File: src/rtl/uart_rx.sv
// uart_rx: 8N1 UART receiver for the clk_pll domain.
// The line is synchronised, each bit is timed with a per-bit counter and
// decided by a 2-of-3 majority around mid-bit. Each received byte is
// presented with sticky available / overrun / framing-error flags that the
// consumer acknowledges with rx_clear_available.
module uart_rx #(
    parameter int CLK_FREQ       = 24_000_000,
    parameter int UART_BOUD_RATE = 9600
) (
    input  logic       clk_pll,
    input  logic       rst_n,
    input  logic       rx_pin,
    output logic [7:0] rx_data,
    output logic       rx_available,
    input  logic       rx_clear_available,
    output logic       rx_framing_error,
    output logic       rx_overrun
);

    localparam int CYCLE = CLK_FREQ / UART_BOUD_RATE;
    localparam int H     = CYCLE / 2;
    localparam int CW    = $clog2(CYCLE);

    localparam logic [CW-1:0] CNT_LAST   = CW'(CYCLE - 1);
    localparam logic [CW-1:0] CNT_SAMP_A = CW'(H - 1);
    localparam logic [CW-1:0] CNT_SAMP_B = CW'(H);
    localparam logic [CW-1:0] CNT_DECIDE = CW'(H + 1);

    typedef enum logic [2:0] {
        WAIT_HIGH,
        IDLE,
        START,
        DATA,
        STOP
    } state_t;

    state_t         state;
    state_t         state_next;

    logic           rx_meta;
    logic           rx_s;
    logic [1:0]     settle;
    logic           settled;

    logic [CW-1:0]  cnt;
    logic [2:0]     bit_idx;
    logic           samp_a;
    logic           samp_b;
    logic [7:0]     shift_reg;

    logic           in_frame;
    logic           stay_in_frame;
    logic           at_decide;
    logic           at_wrap;
    logic           majority;
    logic           good_stop;
    logic           bad_stop;

    assign at_decide = (cnt == CNT_DECIDE);
    assign at_wrap   = (cnt == CNT_LAST);
    assign majority  = (samp_a & samp_b) | (samp_a & rx_s) | (samp_b & rx_s);
    assign settled   = settle[1];

    assign in_frame      = (state == START) || (state == DATA) || (state == STOP);
    assign stay_in_frame = (state_next == START) || (state_next == DATA) ||
                           (state_next == STOP);

    // Two-flop synchroniser for the asynchronous line; settle marks when the
    // flops hold real line samples rather than their reset value of 1.
    always_ff @(posedge clk_pll or negedge rst_n) begin
        if (!rst_n) begin
            rx_meta <= 1'b1;
            rx_s    <= 1'b1;
            settle  <= 2'b00;
        end else begin
            rx_meta <= rx_pin;
            rx_s    <= rx_meta;
            settle  <= {settle[0], 1'b1};
        end
    end

    // State register.
    always_ff @(posedge clk_pll or negedge rst_n) begin
        if (!rst_n) begin
            state <= WAIT_HIGH;
        end else begin
            state <= state_next;
        end
    end

    // Next-state decode and the stop-bit verdict strobes.
    always_comb begin
        state_next = state;
        good_stop  = 1'b0;
        bad_stop   = 1'b0;
        case (state)
            WAIT_HIGH: begin
                if (settled && rx_s) begin
                    state_next = IDLE;
                end
            end
            IDLE: begin
                if (!rx_s) begin
                    state_next = START;
                end
            end
            START: begin
                if (at_decide && majority) begin
                    state_next = IDLE;
                end else if (at_wrap) begin
                    state_next = DATA;
                end
            end
            DATA: begin
                if (at_wrap && (bit_idx == 3'd7)) begin
                    state_next = STOP;
                end
            end
            STOP: begin
                if (at_decide) begin
                    if (majority) begin
                        good_stop  = 1'b1;
                        state_next = IDLE;
                    end else begin
                        bad_stop   = 1'b1;
                        state_next = WAIT_HIGH;
                    end
                end
            end
            default: begin
                state_next = WAIT_HIGH;
            end
        endcase
    end

    // Bit timer and bit index; both rest at zero outside a frame.
    always_ff @(posedge clk_pll or negedge rst_n) begin
        if (!rst_n) begin
            cnt     <= '0;
            bit_idx <= 3'd0;
        end else begin
            if (in_frame && stay_in_frame) begin
                cnt <= at_wrap ? '0 : cnt + CW'(1);
            end else begin
                cnt <= '0;
            end
            if (state != DATA) begin
                bit_idx <= 3'd0;
            end else if (at_wrap) begin
                bit_idx <= bit_idx + 3'd1;
            end
        end
    end

    // Mid-bit samples for the majority vote and the LSB-first shift register.
    always_ff @(posedge clk_pll or negedge rst_n) begin
        if (!rst_n) begin
            samp_a    <= 1'b1;
            samp_b    <= 1'b1;
            shift_reg <= 8'h00;
        end else begin
            if (in_frame && (cnt == CNT_SAMP_A)) begin
                samp_a <= rx_s;
            end
            if (in_frame && (cnt == CNT_SAMP_B)) begin
                samp_b <= rx_s;
            end
            if ((state == DATA) && at_decide) begin
                shift_reg <= {majority, shift_reg[7:1]};
            end
        end
    end

    // Output byte and sticky flags; a set in the same cycle as a clear wins.
    always_ff @(posedge clk_pll or negedge rst_n) begin
        if (!rst_n) begin
            rx_data          <= 8'h00;
            rx_available     <= 1'b0;
            rx_overrun       <= 1'b0;
            rx_framing_error <= 1'b0;
        end else begin
            if (good_stop) begin
                rx_data <= shift_reg;
            end

            if (good_stop) begin
                rx_available <= 1'b1;
            end else if (rx_clear_available) begin
                rx_available <= 1'b0;
            end

            if (good_stop && rx_available && !rx_clear_available) begin
                rx_overrun <= 1'b1;
            end else if (rx_clear_available) begin
                rx_overrun <= 1'b0;
            end

            if (bad_stop) begin
                rx_framing_error <= 1'b1;
            end else if (rx_clear_available) begin
                rx_framing_error <= 1'b0;
            end
        end
    end

endmodule

File: config.mk
export PLATFORM = sky130hd
export DESIGN_NAME = uart_rx
export DESIGN_NICKNAME = d
export VERILOG_FILES = /design/src/rtl/uart_rx.sv
export SDC_FILE = /design/constraint.sdc
export NUM_CORES = 1
export LEC_CHECK = 0
export ABC_AREA = 1
export CORE_ASPECT_RATIO = 1.2
export CORE_MARGIN = 2
export CORE_UTILIZATION = 45
export CTS_BUF_LIST = sky130_fd_sc_hd__clkbuf_16
export CTS_CLUSTER_DIAMETER = 120
export DETAILED_ROUTE_END_ITERATION = 10
export DONT_BUFFER_PORTS = 1
export SETUP_SLACK_MARGIN = 0.3
export SLEW_MARGIN = 20
export SYNTH_ARGS = -nofsm -noshare
export SYNTH_HDL_FRONTEND = slang
export SYNTH_SLANG_ARGS = --single-unit
File: constraint.sdc
create_clock -name clk_pll -period 1.78 [get_ports clk_pll]
set_clock_uncertainty 0.15 [all_clocks]
set_input_delay 0.534 -clock clk_pll [delete_from_list [all_inputs] [get_ports clk_pll]]
set_output_delay 0.534 -clock clk_pll [all_outputs]
set_load 0.01 [all_outputs]
-- Word-level counts from Yosys, hierarchy flattened
Cells that the tools add are included.
- shift operators: 0
- $lt $le $gt $ge: 0
- divide/modulo/power cells: 0
- reduce and logical (&&, ||, !) cells: 19
- equal/unequal tests: 13
- multipliers: 0
- bitwise logic cells: 5
- add/subtract/negate cells: 2
- multiplexer cells: 22
- operators with widths (cell ; number):
    12-bit by 11-bit equality test with 1-bit output, second input constant ; 3
    12-bit 2-to-1 mux ; 2
    3-bit 2-to-1 mux ; 8
    3-bit case mux with 5 select lines ; 1
    12-bit by 1-bit adder with 12-bit output, second input constant ; 1
    12-bit equality test, second input constant ; 1
    3-bit by 2-bit equality test with 1-bit output, second input constant ; 4
    1-bit 2-to-1 mux ; 11
    3-bit equality test, second input constant ; 3
    1-bit logical AND ; 9
    2-bit nonzero test ; 4
    1-bit logical OR ; 4
    3-bit by 1-bit adder with 3-bit output, second input constant ; 1
    1-bit bitwise AND ; 3
    3-bit by 1-bit equality test with 1-bit output, second input constant ; 1
    3-bit logical NOT ; 1
    3-bit by 2-bit != test with 1-bit output, second input constant ; 1
    1-bit OR ; 2
    1-bit logical NOT ; 1
- memory bits (read-only): 0
- latch bits: 0
- memories kept: 0
- output and inout port bits: 11
- register bits after elaboration: 43
- bits in writable memories: 0

-- Logic depth before layout (Yosys ltp)
Gate-level depths: netlist (run 1).
- word-level depth: 11
- depth in mapped cells: 12
- gate-level depth less buffers: 11

-- Worst setup path before layout (run 1)
No wires, ideal clock.
- path kind: reg-to-reg
- start: reg cnt[0]
- end: reg cnt[4]
- clock period less this slack: 1.746 ns
- setup time: 0.122 ns
- arrival time: 1.473 ns
- buffers on the path: 1
- cell stages (with the launch flop): 12
- required time: 1.508 ns
- setup slack: 0.034 ns
- path through: dfrtp_1 ha_1 inv_1 nor2_2 nand3_4 nor2_4 nor2_1 nor2_2 nand2_1 nand2_2 buf_6 nor2_2
- longest elaborated chain between the ends: 9
- elaborated cells on any way between the ends: 18
- ends and longest elaborated chain (element ; RTL line ; source):
    start, declared ; 45 ; logic [CW-1:0] cnt;
    start signal, assigned ; 143 ; cnt <= at_wrap ? '0 : cnt + CW'(1);
    12-bit equality test or 12-bit by 11-bit equality test with 1-bit output (tied branches) ; 60, 59 ;
    3-bit 2-to-1 mux, or another cell as far along ; 110 ; end else if (at_wrap) begin
    3-bit 2-to-1 mux (on tied branches) ; 108, 115 ;
    3-bit case mux with 5 select lines ; 96 ; case (state)
    3-bit by 2-bit equality test with 1-bit output ; 65 ; assign stay_in_frame = (state_next == START) || (state_next == DATA) ||
    1-bit logical OR (2 in a row) ; 65 ;
    1-bit logical AND ; 142 ; if (in_frame && stay_in_frame) begin
    12-bit 2-to-1 mux * ; 142 ;
Every way passes the cells marked *; elsewhere a longest branch is shown, timed or not.
A chain may end at the register's enable or synchronous reset.

-- Final worst setup path (run 1)
- start: reg cnt[11]
- end: reg cnt[0]
Same word-level chain as after synthesis.

==> results of run 1 <==
==> layer usage <==
metal,vias up,wire [µm],GRT usage (%)
met5,-,0,0
met2,24,2544,32.32
met3,10,113,3.725
met4,0,108,10.61
met1,803,1810,21.00
li1,843,-,-
==> area by class of cell <==
type	instances	share of cell area, %
clock buffer	5	4.494
inverter	33	4.539
tap	58	2.607
sequential	43	38.92
timing repair buffer	34	12.31
clock inverter	3	0.4494
multi-input combinational	164	36.67
==> placed cells by master (no fill, tap or decap), types with 2 or more instances in the layout <==
cell,count
o21ai_2,6
nand4_1,3
nor2_1,14
nand2_8,2
inv_1,26
dfrtp_2,2
nor2_2,16
buf_6,6
xor2_1,4
nand3_1,13
buf_12,3
inv_2,8
dfstp_2,4
dfrtp_1,37
nor3_1,2
nor2_4,8
o21ai_1,11
buf_4,23
ha_1,4
clkbuf_16,5
nand2_1,48
o21ai_0,8
nand2_4,3
nand2_2,7
==> worst max-delay path: stages (launching register included) <==
cell and delay, ns:
dfrtp_1 0.40, inv_1 0.11, nand2_2 0.07, nor2_4 0.14, nand3_4 0.11, nor2_4 0.14, nor2_2 0.05, nor2_2 0.14
nand2_2 0.08, nand2_4 0.10, buf_12 0.13, nor2_1 0.04
==> logic make-up (layout without fill, tap and decap cells) <==
group,count (synthesis),after routing,synth area share [%]
AO/OA/AOI/OAI,31,31,7.897
XOR/XNOR,4,4,1.688
adder cells (fa/ha/maj),5,5,3.014
buffers and inverters,37,75,7.354
flip-flops,43,43,52.08
multiplexers,1,1,0.4822
other,1,1,0.1807
AND/OR/NAND/NOR,120,122,27.31
==> worst paths after layout <==
path,start,depth (start not counted),to
setup / recovery,cnt[11],11,cnt[0]
hold / removal,rst_n,0,state[1]
setup reg to reg,cnt[11],11,cnt[0]
hold reg to reg,settle[0],0,settle[1]
max in group asynchronous,rst_n,0,samp_a
min in group clk_pll,rx_pin,0,rx_meta
==> synth_stat cells, types with 4 or more instances <==
library cell	number
dfrtp_1	39
dfstp_2	4
ha_1	5
inv_1	28
inv_2	5
nand2_1	55
nand3_1	13
nor2_1	21
nor2_2	15
o21ai_0	17
o21ai_1	8
xor2_1	4
==> metrics by stage <==
stage | setup slack [ns] | hold slack, ns | utilization (%) | total power, W
floorplan | 0.1051 | 0.08841 | - | 0.001351
global placement | 0.01538 | 0.08942 | 49.64 | 0.001502
finish | -0.006508 | -0.2096 | 61.50 | 0.002637
CTS | 0.01338 | -0.2141 | 56.52 | 0.002577
detailed placement | -0.007769 | 0.08952 | 49.64 | 0.001505
global route | -0.09249 | -0.2196 | 61.50 | 0.002751
==> timing repair <==
| item | 4_1_cts | 5_1_grt |
|---|---|---|
| hold endpoints to repair | 43 | 43 |
| setup endpoints to repair | 36 | 39 |
| gates resized for setup | 23 | 39 |
| pin swaps | 11 | 13 |
| buffers inserted | 11 | 7 |
| cloned | 2 | 2 |
==> power by group <==
| group | leakage [nW] | internal [W] | switching, W |
|---|---|---|---|
| combinational | 0.603 | 0.000363 | 0.000352 |
| sequential | 0.575 | 0.00102 | 0.0000373 |
| clock | 0.0762 | 0.000507 | 0.000356 |
| total | 1.25 | 0.00189 | 0.000745 |
==> results.json, run 1 <==
{
  "final_cells": 340,
  "drc": 0,
  "cts-buffers-inserted": 5,
  "diodes": 0,
  "async_reset_ff_share_pct": 100.0,
  "multi_input_area_mm2": 0.001021,
  "postRouteAntennaNets": 0,
  "clock_latency_ns": 0.29,
  "cts.sinks": 43,
  "violations": "negative hold slack, negative setup slack",
  "setup_tns_ns": -0.01543,
  "synthTopCellsByArea": "dfrtp_1, nand2_1, dfstp_2",
  "fin_area_mm2": 0.002784,
  "drt_iter0_drc": 142,
  "nNetsFinal": 290,
  "cts-root-buf": "clkbuf_16",
  "ys_seq_area_share_pct": 52.08,
  "layout-drive-gt1-share_pct": 37.23,
  "syn_inst": 242,
  "area_growth_syn_to_layout_pct": 34.12,
  "placed_cell_area_mm2": 0.002247,
  "drv_slew": 0,
  "grt_pass1_vias": 1687,
  "num_io_pins": 15,
  "min_period_over_period_pct": 100.4,
  "htreeDepth": 2,
  "powerDensity_mw_per_mm2": 947.1,
  "hold_path_class": "input port to async pin",
  "hpwl_um": 2734,
  "cts_tree": "built",
  "cp_max_fo": 6,
  "vias": 1680,
  "rows": 27,
  "grt-ovfl-total": 0,
  "viasPerCell": 4.941,
  "maxCapViolations": 0,
  "regArea_mm2": 0.001084,
  "ys_warn_count": 0,
  "placed_cells": 310,
  "timing.fmax_ghz": 0.5598,
  "p_leak_nw": 1.254,
  "status": "finished, violations left",
  "cp-end-kind": "register",
  "synth_seq_cells": 43,
  "die-width_um": 66,
  "first_pass_iters": 4,
  "final-setup-viol-count": 5,
  "cp_data_required_time_ns": 1.81,
  "synth_area_leader_cell": "dfrtp_1",
  "netlist_area_mm2": 0.002076,
  "hold_viol": 43,
  "core_mm2": 0.004527,
  "grt_pass1_wl_um": 7300,
  "max-clock-path-buffers": 2,
  "largest_register_ffs": 12,
  "syn_nets": 251,
  "yosysTopAreaCellShare_pct": 47.02,
  "dieArea_mm2": 0.005174,
  "io_buffers": 0,
  "die_y_um": 78.40,
  "ir_drop_uv": 541.3,
  "wl_per_cell_um": 13.46,
  "fill_cells": 382,
  "grt_start_max_net_pins": 44,
  "syn_avg_cell_area_um2": 8.577,
  "fin_crit_ns": 1.787,
  "antenna_found_initial": 0,
  "timing.hold.ws_ns": -0.2096,
  "rsz0062_at_grt": "yes",
  "reg2reg_setup_slack_ns": -0.007,
  "path_class": "register to register",
  "wirelength_um": 4576,
  "grt_use_total_pct": 18.67,
  "critPathArrivalTime_ns": 1.82,
  "gp_congestion": 0.8319,
  "synth-edff-count": 0,
  "synth.distinct_cells": 30,
  "fin_ws_ns": -0.006508,
  "setup.worst_path.start_class": "register",
  "clkTransAtPathRegs_ns": 0.06,
  "initial_utilization_pct": 45.85,
  "synthFlopType": "dfrtp_1"
}
Power figures use the tool's default switching activity.
==> run 2: changes to the inputs <==
SLEW_MARGIN = default   (was 20)
==> results of run 2 <==
The final DEF is identical to that of run 1; final timing and power are the same.
==> run 3: changes to the inputs <==
SLEW_MARGIN = 25   (was default)
==> results of run 3 <==
The final DEF is identical to that of run 1; final timing and power are the same.
